## config.mk

```make
export PLATFORM = sky130hd
export DESIGN_NAME = rib_dma_flat
export DESIGN_NICKNAME = d
export VERILOG_FILES = /design/src/rtl/rib_dma_if.sv /design/src/rtl/rib_dma.sv /design/src/flat_wrapper.sv
export SDC_FILE = /design/constraint.sdc
export NUM_CORES = 1
export LEC_CHECK = 0
export CORE_MARGIN = 2
export CORE_UTILIZATION = 35
export DETAILED_ROUTE_END_ITERATION = 6
export GPL_TIMING_DRIVEN = 0
export SETUP_SLACK_MARGIN = 0.1
export SYNTH_ARGS = -nofsm -noshare
export SYNTH_HDL_FRONTEND = slang
export SYNTH_SLANG_ARGS = --single-unit
```

## constraint.sdc

```tcl
create_clock -name clk -period 5.9 [get_ports clk]
set_clock_uncertainty 0.05 [all_clocks]
set_input_delay 1.18 -clock clk [delete_from_list [all_inputs] [get_ports clk]]
set_output_delay 1.18 -clock clk [all_outputs]
set_load 0.02 [all_outputs]
```

## src/rtl/rib_dma_if.sv

```systemverilog
// RIB bus master/responder interface used by rib_dma.
// The master drives request, direction, address and write data; the
// responder (through the arbiter) returns a grant and read data that is
// valid in the same cycle as the grant.
interface rib_dma_if;
    logic        req_o;   // bus request
    logic        we_o;    // 1 = write, 0 = read
    logic [31:0] addr_o;  // byte address
    logic [31:0] data_o;  // write data
    logic [31:0] data_i;  // read data, valid with gnt_i
    logic        gnt_i;   // transaction completes when req_o && gnt_i

    modport master (
        output req_o,
        output we_o,
        output addr_o,
        output data_o,
        input  data_i,
        input  gnt_i
    );

    modport slave (
        input  req_o,
        input  we_o,
        input  addr_o,
        input  data_o,
        output data_i,
        output gnt_i
    );
endinterface

```

## src/rtl/rib_dma.sv

```systemverilog
// rib_dma: word-aligned block mover on a RIB master port.
// A single start strobe loads source, destination and word count; the
// block then alternates one read and one write bus transaction per word
// and pulses done_o on completion. Misaligned addresses are rejected with
// an err_o pulse. abort_i cancels an active transfer without done_o.
//
// Optional feature: define RIB_DMA_FILL_EN to add the fill_i port. A start
// with fill_i = 1 skips the reads and writes FILL_WORD to cnt consecutive
// destination words, one word per cycle (source alignment is not checked).
// Without the macro every transfer is a copy and FILL_WORD has no effect.
module rib_dma #(
    parameter int          LEN_W     = 16,
    parameter logic [31:0] FILL_WORD = 32'h0
) (
    input  logic             clk,
    input  logic             rst,      // synchronous, active-low
    input  logic             start_i,
    input  logic [31:0]      src_i,
    input  logic [31:0]      dst_i,
    input  logic [LEN_W-1:0] len_i,
`ifdef RIB_DMA_FILL_EN
    input  logic             fill_i,
`endif
    input  logic             abort_i,
    output logic             busy_o,
    output logic             done_o,
    output logic             err_o,
    rib_dma_if.master        bus
);

    typedef enum logic [1:0] {
        ST_IDLE = 2'd0,
        ST_RD   = 2'd1,
        ST_WR   = 2'd2,
        ST_DONE = 2'd3
    } state_t;

    localparam logic [LEN_W-1:0] CNT_ONE  = LEN_W'(1);
    localparam logic [31:0]      WORD_INC = 32'd4;

    state_t           state_q, state_d;
    logic [31:0]      src_q, src_d;
    logic [31:0]      dst_q, dst_d;
    logic [LEN_W-1:0] cnt_q, cnt_d;
    logic             fill_q, fill_d;

    // Bus outputs are registered; data_q doubles as the one-word buffer
    // between the read and write halves of a copy.
    logic             req_q, req_d;
    logic             we_q, we_d;
    logic [31:0]      addr_q, addr_d;
    logic [31:0]      data_q, data_d;

    logic             busy_q, busy_d;
    logic             done_q, done_d;
    logic             err_q, err_d;

    // Fill request for the start being decoded. Tied low when the fill
    // feature is not built, so the fill paths below are pruned away.
    logic             fill_req;
`ifdef RIB_DMA_FILL_EN
    assign fill_req = fill_i;
`else
    assign fill_req = 1'b0;
`endif

    // Alignment check: the destination must always be word aligned; the
    // source only matters when it is actually read.
    logic start_misaligned;
    assign start_misaligned = (dst_i[1:0] != 2'b00) ||
                              (!fill_req && (src_i[1:0] != 2'b00));

    // Incremented pointers, used on every granted write.
    logic [31:0] src_inc, dst_inc;
    assign src_inc = src_q + WORD_INC;
    assign dst_inc = dst_q + WORD_INC;

    // Next-state and registered-output decode.
    always_comb begin
        state_d = state_q;
        src_d   = src_q;
        dst_d   = dst_q;
        cnt_d   = cnt_q;
        fill_d  = fill_q;
        req_d   = req_q;
        we_d    = we_q;
        addr_d  = addr_q;
        data_d  = data_q;
        err_d   = 1'b0;

        unique case (state_q)
            ST_IDLE: begin
                if (start_i) begin
                    if (len_i == '0) begin
                        // Empty transfer: report completion, no bus traffic.
                        state_d = ST_DONE;
                    end else if (start_misaligned) begin
                        // Rejected: nothing is latched, stay idle.
                        err_d = 1'b1;
                    end else begin
                        src_d  = src_i;
                        dst_d  = dst_i;
                        cnt_d  = len_i;
                        fill_d = fill_req;
                        req_d  = 1'b1;
                        if (fill_req) begin
                            state_d = ST_WR;
                            we_d    = 1'b1;
                            addr_d  = dst_i;
                            data_d  = FILL_WORD;
                        end else begin
                            state_d = ST_RD;
                            we_d    = 1'b0;
                            addr_d  = src_i;
                        end
                    end
                end
            end

            ST_RD: begin
                if (abort_i) begin
                    state_d = ST_IDLE;
                    req_d   = 1'b0;
                end else if (bus.gnt_i) begin
                    // Capture the read word and turn straight into the
                    // write; req_o stays high across the turnaround.
                    state_d = ST_WR;
                    data_d  = bus.data_i;
                    we_d    = 1'b1;
                    addr_d  = dst_q;
                end
            end

            ST_WR: begin
                if (abort_i) begin
                    // A write granted in this cycle still lands on the bus;
                    // the transfer state is simply abandoned.
                    state_d = ST_IDLE;
                    req_d   = 1'b0;
                end else if (bus.gnt_i) begin
                    src_d = src_inc;
                    dst_d = dst_inc;
                    cnt_d = cnt_q - CNT_ONE;
                    if (cnt_q == CNT_ONE) begin
                        state_d = ST_DONE;
                        req_d   = 1'b0;
                    end else if (fill_q) begin
                        // Fill keeps writing the same pattern, one word
                        // per cycle.
                        addr_d = dst_inc;
                    end else begin
                        state_d = ST_RD;
                        we_d    = 1'b0;
                        addr_d  = src_inc;
                    end
                end
            end

            ST_DONE: begin
                state_d = ST_IDLE;
            end

            default: begin
                state_d = ST_IDLE;
                req_d   = 1'b0;
            end
        endcase

        busy_d = (state_d != ST_IDLE);
        done_d = (state_d == ST_DONE);
    end

    // State and output registers with synchronous active-low reset.
    always_ff @(posedge clk) begin
        if (!rst) begin
            state_q <= ST_IDLE;
            src_q   <= '0;
            dst_q   <= '0;
            cnt_q   <= '0;
            fill_q  <= 1'b0;
            req_q   <= 1'b0;
            we_q    <= 1'b0;
            addr_q  <= '0;
            data_q  <= '0;
            busy_q  <= 1'b0;
            done_q  <= 1'b0;
            err_q   <= 1'b0;
        end else begin
            state_q <= state_d;
            src_q   <= src_d;
            dst_q   <= dst_d;
            cnt_q   <= cnt_d;
            fill_q  <= fill_d;
            req_q   <= req_d;
            we_q    <= we_d;
            addr_q  <= addr_d;
            data_q  <= data_d;
            busy_q  <= busy_d;
            done_q  <= done_d;
            err_q   <= err_d;
        end
    end

    assign bus.req_o  = req_q;
    assign bus.we_o   = we_q;
    assign bus.addr_o = addr_q;
    assign bus.data_o = data_q;
    assign busy_o     = busy_q;
    assign done_o     = done_q;
    assign err_o      = err_q;

endmodule

```

## src/flat_wrapper.sv

```systemverilog
// flat-port wrapper written by rule: the top's interface ports become plain ports
module rib_dma_flat 
#(
    parameter int          LEN_W     = 16,
    parameter logic [31:0] FILL_WORD = 32'h0
)
  (clk, rst, start_i, src_i, dst_i, len_i, abort_i, busy_o, done_o, err_o, bus_req_o, bus_we_o, bus_addr_o, bus_data_o, bus_data_i, bus_gnt_i);
  rib_dma_if bus_i ();
  input  logic clk;
  input  logic rst;
  input  logic start_i;
  input  logic [31:0] src_i;
  input  logic [31:0] dst_i;
  input  logic [LEN_W-1:0] len_i;
  input  logic abort_i;
  output logic busy_o;
  output logic done_o;
  output logic err_o;
  output wire logic [$bits(bus_i.req_o)-1:0] bus_req_o;
  output wire logic [$bits(bus_i.we_o)-1:0] bus_we_o;
  output wire logic [$bits(bus_i.addr_o)-1:0] bus_addr_o;
  output wire logic [$bits(bus_i.data_o)-1:0] bus_data_o;
  input wire logic [$bits(bus_i.data_i)-1:0] bus_data_i;
  input wire logic [$bits(bus_i.gnt_i)-1:0] bus_gnt_i;
  assign bus_req_o = bus_i.req_o;
  assign bus_we_o = bus_i.we_o;
  assign bus_addr_o = bus_i.addr_o;
  assign bus_data_o = bus_i.data_o;
  assign bus_i.data_i = bus_data_i;
  assign bus_i.gnt_i = bus_gnt_i;
  rib_dma #(.LEN_W(LEN_W), .FILL_WORD(FILL_WORD)) u_core (.clk(clk), .rst(rst), .start_i(start_i), .src_i(src_i), .dst_i(dst_i), .len_i(len_i), .abort_i(abort_i), .busy_o(busy_o), .done_o(done_o), .err_o(err_o), .bus(bus_i));
endmodule
```

Yosys cells after proc, flatten, opt, wreduce, memory -nomap -nowiden
Index checks and enable logic that the tools add are counted.
{"block": "word_totals", "ff_bits": 151, "latch_bits": 0, "ramBits": 0, "romBits": 0, "in_bits": 117, "output_inout_bits": 69, "elab_cells": 98, "n_memories": 0}
{"block": "classes", "n_addsub": 3, "mul": 0, "div": 0, "n_lt_le_gt_ge": 0, "n_eq_ne": 16, "shift": 0, "mux": 51, "n_bitwise": 4, "n_reduce_logical": 13}
{"cell": "$mux W32", "count": 15}
{"cell": "$pmux W32 S2", "count": 2}
{"cell": "$pmux W32 S3", "count": 1}
{"cell": "$mux W16", "count": 5}
{"cell": "$add A32 B3 Y32 const B", "count": 2}
{"cell": "$pmux W16 S2", "count": 1}
{"cell": "$ne A2 B2 Y1 const B", "count": 9}
{"cell": "$eq A16 B1 Y1 const B", "count": 1}
{"cell": "$logic_not A16 Y1", "count": 1}
{"cell": "$mux W1", "count": 16}
{"cell": "$mux W2", "count": 8}
{"cell": "$sub A16 B1 Y16 const B", "count": 1}
{"cell": "$reduce_and A9 Y1", "count": 1}
{"cell": "$pmux W2 S4", "count": 1}
{"cell": "$reduce_bool A2 Y1", "count": 4}
{"cell": "$reduce_and A7 Y1", "count": 1}
{"cell": "$eq A2 B2 Y1 const B", "count": 3}
{"cell": "$pmux W1 S3", "count": 2}
{"cell": "$reduce_and A6 Y1", "count": 1}
{"cell": "$not A1 Y1", "count": 4}
{"cell": "$reduce_or A4 Y1", "count": 1}
{"cell": "$ne A3 B2 Y1 const B", "count": 1}
{"cell": "$ne A3 B3 Y1 const B", "count": 1}
{"cell": "$reduce_and A3 Y1", "count": 1}
{"cell": "other kinds (4)", "count": 4}

Logic depth before layout (Yosys ltp)
Gate-level depths: netlist of the first run.
{"block": "depth", "word_depth": 7, "depth_mapped": 11, "depth_no_buf": 8}

Worst setup path before layout of the first run
Ideal clock, no wire load.
{"block": "synth_path", "path_type": "input port to flip-flop", "from": "input dst_i[0]", "to": "register u_core.src_q[11]", "setup_time_ns": 0.128, "arrival_ns": 2.872, "required_time_ns": 5.722, "setup_slack_ns": 2.850, "path_stages": 8, "n_path_buf": 2, "cell_sequence": "nor4_1 > nand2_1 > o32a_1 > clkbuf_1 > buf_2 > a21o_1 > a22oi_1 > nor2_1"}
{"block": "synth_via", "elab_chain_cells": 4}
{"item": "from (decl)", "line": "flat_wrapper.sv:13", "rtl": "input logic [31:0] dst_i;"}
{"item": "$reduce_bool A2 Y1", "line": "rib_dma.sv:70", "rtl": "assign start_misaligned = (dst_i[1:0] != 2'b00) ||"}
{"item": "$logic_or A1 B1 Y1", "line": "rib_dma.sv:70"}
{"item": "$ne A2 B2 Y1 (no line)"}
{"item": "$reduce_and A6 Y1 (no line)"}
{"item": "to (signal assigned)", "line": "rib_dma.sv:190", "rtl": "src_q <= src_d;"}
{"item": "to (decl)", "line": "rib_dma.sv:42", "rtl": "logic [31:0] src_q, src_d;"}
Every way passes these cells.
A chain may end at the register's enable or synchronous reset.

Worst setup path in the final report of the first run
{"block": "layout_path", "from": "input len_i[0]", "to": "register u_core.cnt_q[9]"}
{"block": "layout_via", "elab_chain_cells": 3}
{"item": "from (decl)", "line": "flat_wrapper.sv:14", "rtl": "input logic [LEN_W-1:0] len_i;"}
{"item": "$logic_not A16 Y1", "line": "rib_dma.sv:94", "rtl": "if (len_i == '0) begin"}
{"item": "$ne A2 B2 Y1 (no line)"}
{"item": "$reduce_and A6 Y1 (no line)"}
{"item": "to (signal assigned)", "line": "rib_dma.sv:192", "rtl": "cnt_q <= cnt_d;"}
{"item": "to (decl)", "line": "rib_dma.sv:44", "rtl": "logic [LEN_W-1:0] cnt_q, cnt_d;"}
Every way passes these cells.

==> summary.md, run 1 <==
| Metric | Value |
|---|---|
| Run status | complete, no violations |
| Setup TNS | 0 ns |
| Worst Tran Pin Value | 0.975 ns |
| Setup CP Type | in2reg |
| Hold depth | 2 |
| Initial Util | approximately 35% |
| Vias | 9,948 |
| Cts repair resizes | 0 |
| CP Buf/Inv Count | 4 |
| Post-synthesis adder-cell area fraction | 1.32% |
| Final WL | 38,400 um |
| Max cap viols | 0 |
| First-pass iteration count of the detailed router | 5 |
| Die Area | 25,700 um^2 |
| Final setup viols | 0 |
| Max VDD drop | between 0.15 and 0.2 mV |
| Synth Area in Simple Gates | 28.3% |
| Cts bufs inserted | 17 |
| Dpl hpwl | 28,000 um |
| Clock-pin slew on the worst setup and hold paths | around 0.080 ns |
| Htree depth | 4 |
| Number of DRC markers in iteration 0 | 982 |
| Clock Latency Late Sink | 0.44 ns |
| Largest net degree at the start of global routing | 18 |
| Largest family of logic cells by synthesized area | simple AND/OR/NAND/NOR gates |
| Share of layout cells above drive strength 1 | 5.19% |
| First-pass GRT wire length | ~57,000 um |
| Unrepaired setup endpoints after global routing | false |
| Slew Viols, Final | 0 |
| Syn Nets | 1,298 |
| Most frequent cells in the layout | nand2_1 (204), clkdlybuf4s50_1 (184), dfxtp_1 (151) |
| Pleak | 3.82 nW |
| Antenna violations before repair | 0 |
| Layout area overhead | 33.1% |
| All-layer global routing usage | 29.3% |
| CTS Root Cell | clkbuf_16 |
| Remaining antenna violation count after routing | 0 |
| Post-Syn Instances | roughly 1,200 |
| Clock period minus worst slack | 4.35 ns |
| CP arrival | 4.66 ns |
| Post-synth EDFFs | 0 |
| Slowest stage delay, CP | 0.65 ns |
| Hold slack | just over 0.4 ns |
| Mapped Avg Cell Area | 7.30 um^2 |
| Crit path required time | 6.21 ns |
| Vias in the first global route | 9,567 |
| Crit-path slowest cell | clkbuf_1 |
| Ys async rst share | 0% |
| CP Capture Type | flop |
| # IOs | around 190 |
| TritonCTS clock tree | yes |
| Delay-heaviest family, CP | buffers and inverters |
| Worst min-delay path class | reg2reg |
| DRC Markers | 0 |
| Number of diodes | 0 |
| Post-synthesis mux area share | 0.862% |
| Critical-path maximum fanout | 10 |
| Core area | 24,200 um^2 |
| Row cnt | 57 |
| Worst path cell trace | clkdlybuf4s50_1 > nor4_1 > and4_1 > clkbuf_1 > o32a_1 > clkbuf_1 > clkbuf_1 > o21ai_0 > a21oi_1 |
| Final hold vios | 0 |
| Ys Warns | 0 |
| R2R setup slack | about 2.7 ns |
| RePlAce Congestion | 0.970 |
| Filler Cell Count | between 2,000 and 2,500 |
| I/O Buffers | about 180 |
| Setup crit start kind | input pin |
| Via density per instance | 5.81 |
| Most common cell after layout, fill and taps aside | nand2_1 |
| FMAX | 0.230 GHz |
| Max clock buf depth | 2 |
| Critical Path Most Common Cell | clkbuf_1 |
| # nets final | 1,501 |
| Chip height | 160 um |
| Post-synthesis cell area | around 8600 um^2 |
| Main synth FF type | dfxtp_1 |
| Drt wl/cell | roughly 22 um |
| WP depth | 9 |
| #FFs+latches synth | 151 |
| Worst Reg-to-Reg Cells | 9 |
| CTS sink cnt | 151 |
| Post-CTS Setup Bufs | 0 |
| Post-synthesis compound-gate area fraction | 26.2% |
| Synth cell types | 74 |
| Pwr dens | 242 nW/um^2 |
| Die Wd | between 150 and 200 um |
| Hold-fix buffers at CTS | 0 |
| Final Cycle Share | 73.8% |
| Total gr overflow | 0 |
| Sequential share of the synthesized area | 35.3% |
| XOR/XNOR Fraction of Synth Area | 2.46% |
| Rel. slew slack | a little over a third |
## sequential cells by signal, indices dropped and copies added (netlist names)
register / cells
u_core.bus.addr_o: 32
u_core.bus.data_o: 32
u_core.dst_q: 32
u_core.src_q: 32
u_core.cnt_q: 16
u_core.state_q: 2
u_core.bus.req_o: 1
u_core.bus.we_o: 1
u_core.busy_o: 1
u_core.done_o: 1
u_core.err_o: 1
## cells in the mapped netlist (17+ instances only)
cell	count	share of area, %
nand2_1	204	8.9
nand3_1	53	3.1
dfxtp_1	151	35
o22ai_1	18	1.3
clkbuf_1	65	2.8
xnor2_1	17	1.7
o21ai_0	89	5.2
a21oi_1	141	8.2
and2_1	24	1.8
nor2_1	65	2.8
inv_1	20	0.88
nor3_1	43	2.5
nor2b_1	23	1.7
o31ai_1	27	2.4
## per-stage QoR
stage                     instance area [um^2]  std cells  setup slack [ns]  power, mW  util (%)
after floorplan                           8560       1172              2.85       1.37         -
after global placement                   10800       1680              1.24       1.65      44.7
after detailed placement                 10800       1680              1.23       1.65      44.7
after CTS                                11400       1712              1.67       2.75      47.1
after global routing                     11400       1712              1.55       2.85      47.1
final                                    11400       1712              1.55       2.75      47.1
## worst min-delay path: cells and delay by family, from the launching register on
| kind | cells | cell delay [ns] |
|---|---|---|
| flip-flops | 1 | 0.31 |
| AND/OR/NAND/NOR | 1 | 0.05 |
| AO/OA/AOI/OAI | 1 | 0.05 |
## area by class of cell
| type | count | area, um^2 | area share (%) |
|---|---|---|---|
| buffer | 89 | 394 | 3.46 |
| clock buffer | 17 | 425 | 3.73 |
| clock inverter | 15 | 159 | 1.39 |
| inverter | 21 | 78.8 | 0.692 |
| multi-input combinational | 911 | 5060 | 44.5 |
| sequential | 151 | 3020 | 26.5 |
| tap | 324 | 405 | 3.56 |
| timing repair buffer | 184 | 1840 | 16.2 |
## cells by family (layout without fill, tap and decap cells)
logic type	count (synthesis)	count (layout)
multiplexers	7	7
AO/OA/AOI/OAI	370	370
buffers and inverters	110	326
adder cells (fa/ha/maj)	9	9
flip-flops	151	151
AND/OR/NAND/NOR	501	501
XOR/XNOR	24	24
## power breakdown
part | switching, mW | internal [mW]
logic | 0.316 | 0.225
registers | 0.0320 | 1.06
clock network | 0.550 | 0.567
total | 0.898 | 1.85
## layer usage
layer | vias to the layer above | GRT usage (%) | share of wire [%]
li1 | 4613 | - | -
met1 | 4723 | 37.5 | 42
met2 | 520 | 47.2 | 45
met3 | 92 | 6.90 | 9.0
met4 | 0 | 12.6 | 3.9
met5 | - | 0 | 0
## path summary, 6_finish.rpt
path,start,endpoint
setup / recovery,len_i[0],u_core.cnt_q[9]
hold / removal,u_core.bus.data_o[25],u_core.bus.data_o[25]
setup reg to reg,u_core.cnt_q[1],u_core.bus.addr_o[11]
hold reg to reg,u_core.bus.data_o[25],u_core.bus.data_o[25]
(Power assumes the default switching activity.)
==> run 2, diff against run 1 <==
Clock period 5.9 ns to 4.1 ns, I/O delays scaled along.
==> results of run 2 <==
Same layout as run 1 (identical final DEF). Status: complete, no violations.
Main changes from that run: setup slack after placement 1.23 ns -> -0.210 ns; setup slack after layout 1.55 ns -> 0.109 ns; register-to-register setup slack 2.69 ns -> 0.89 ns; total power 2.75 mW -> 3.96 mW; worst IR drop on VDD 0.172 mV -> 0.247 mV
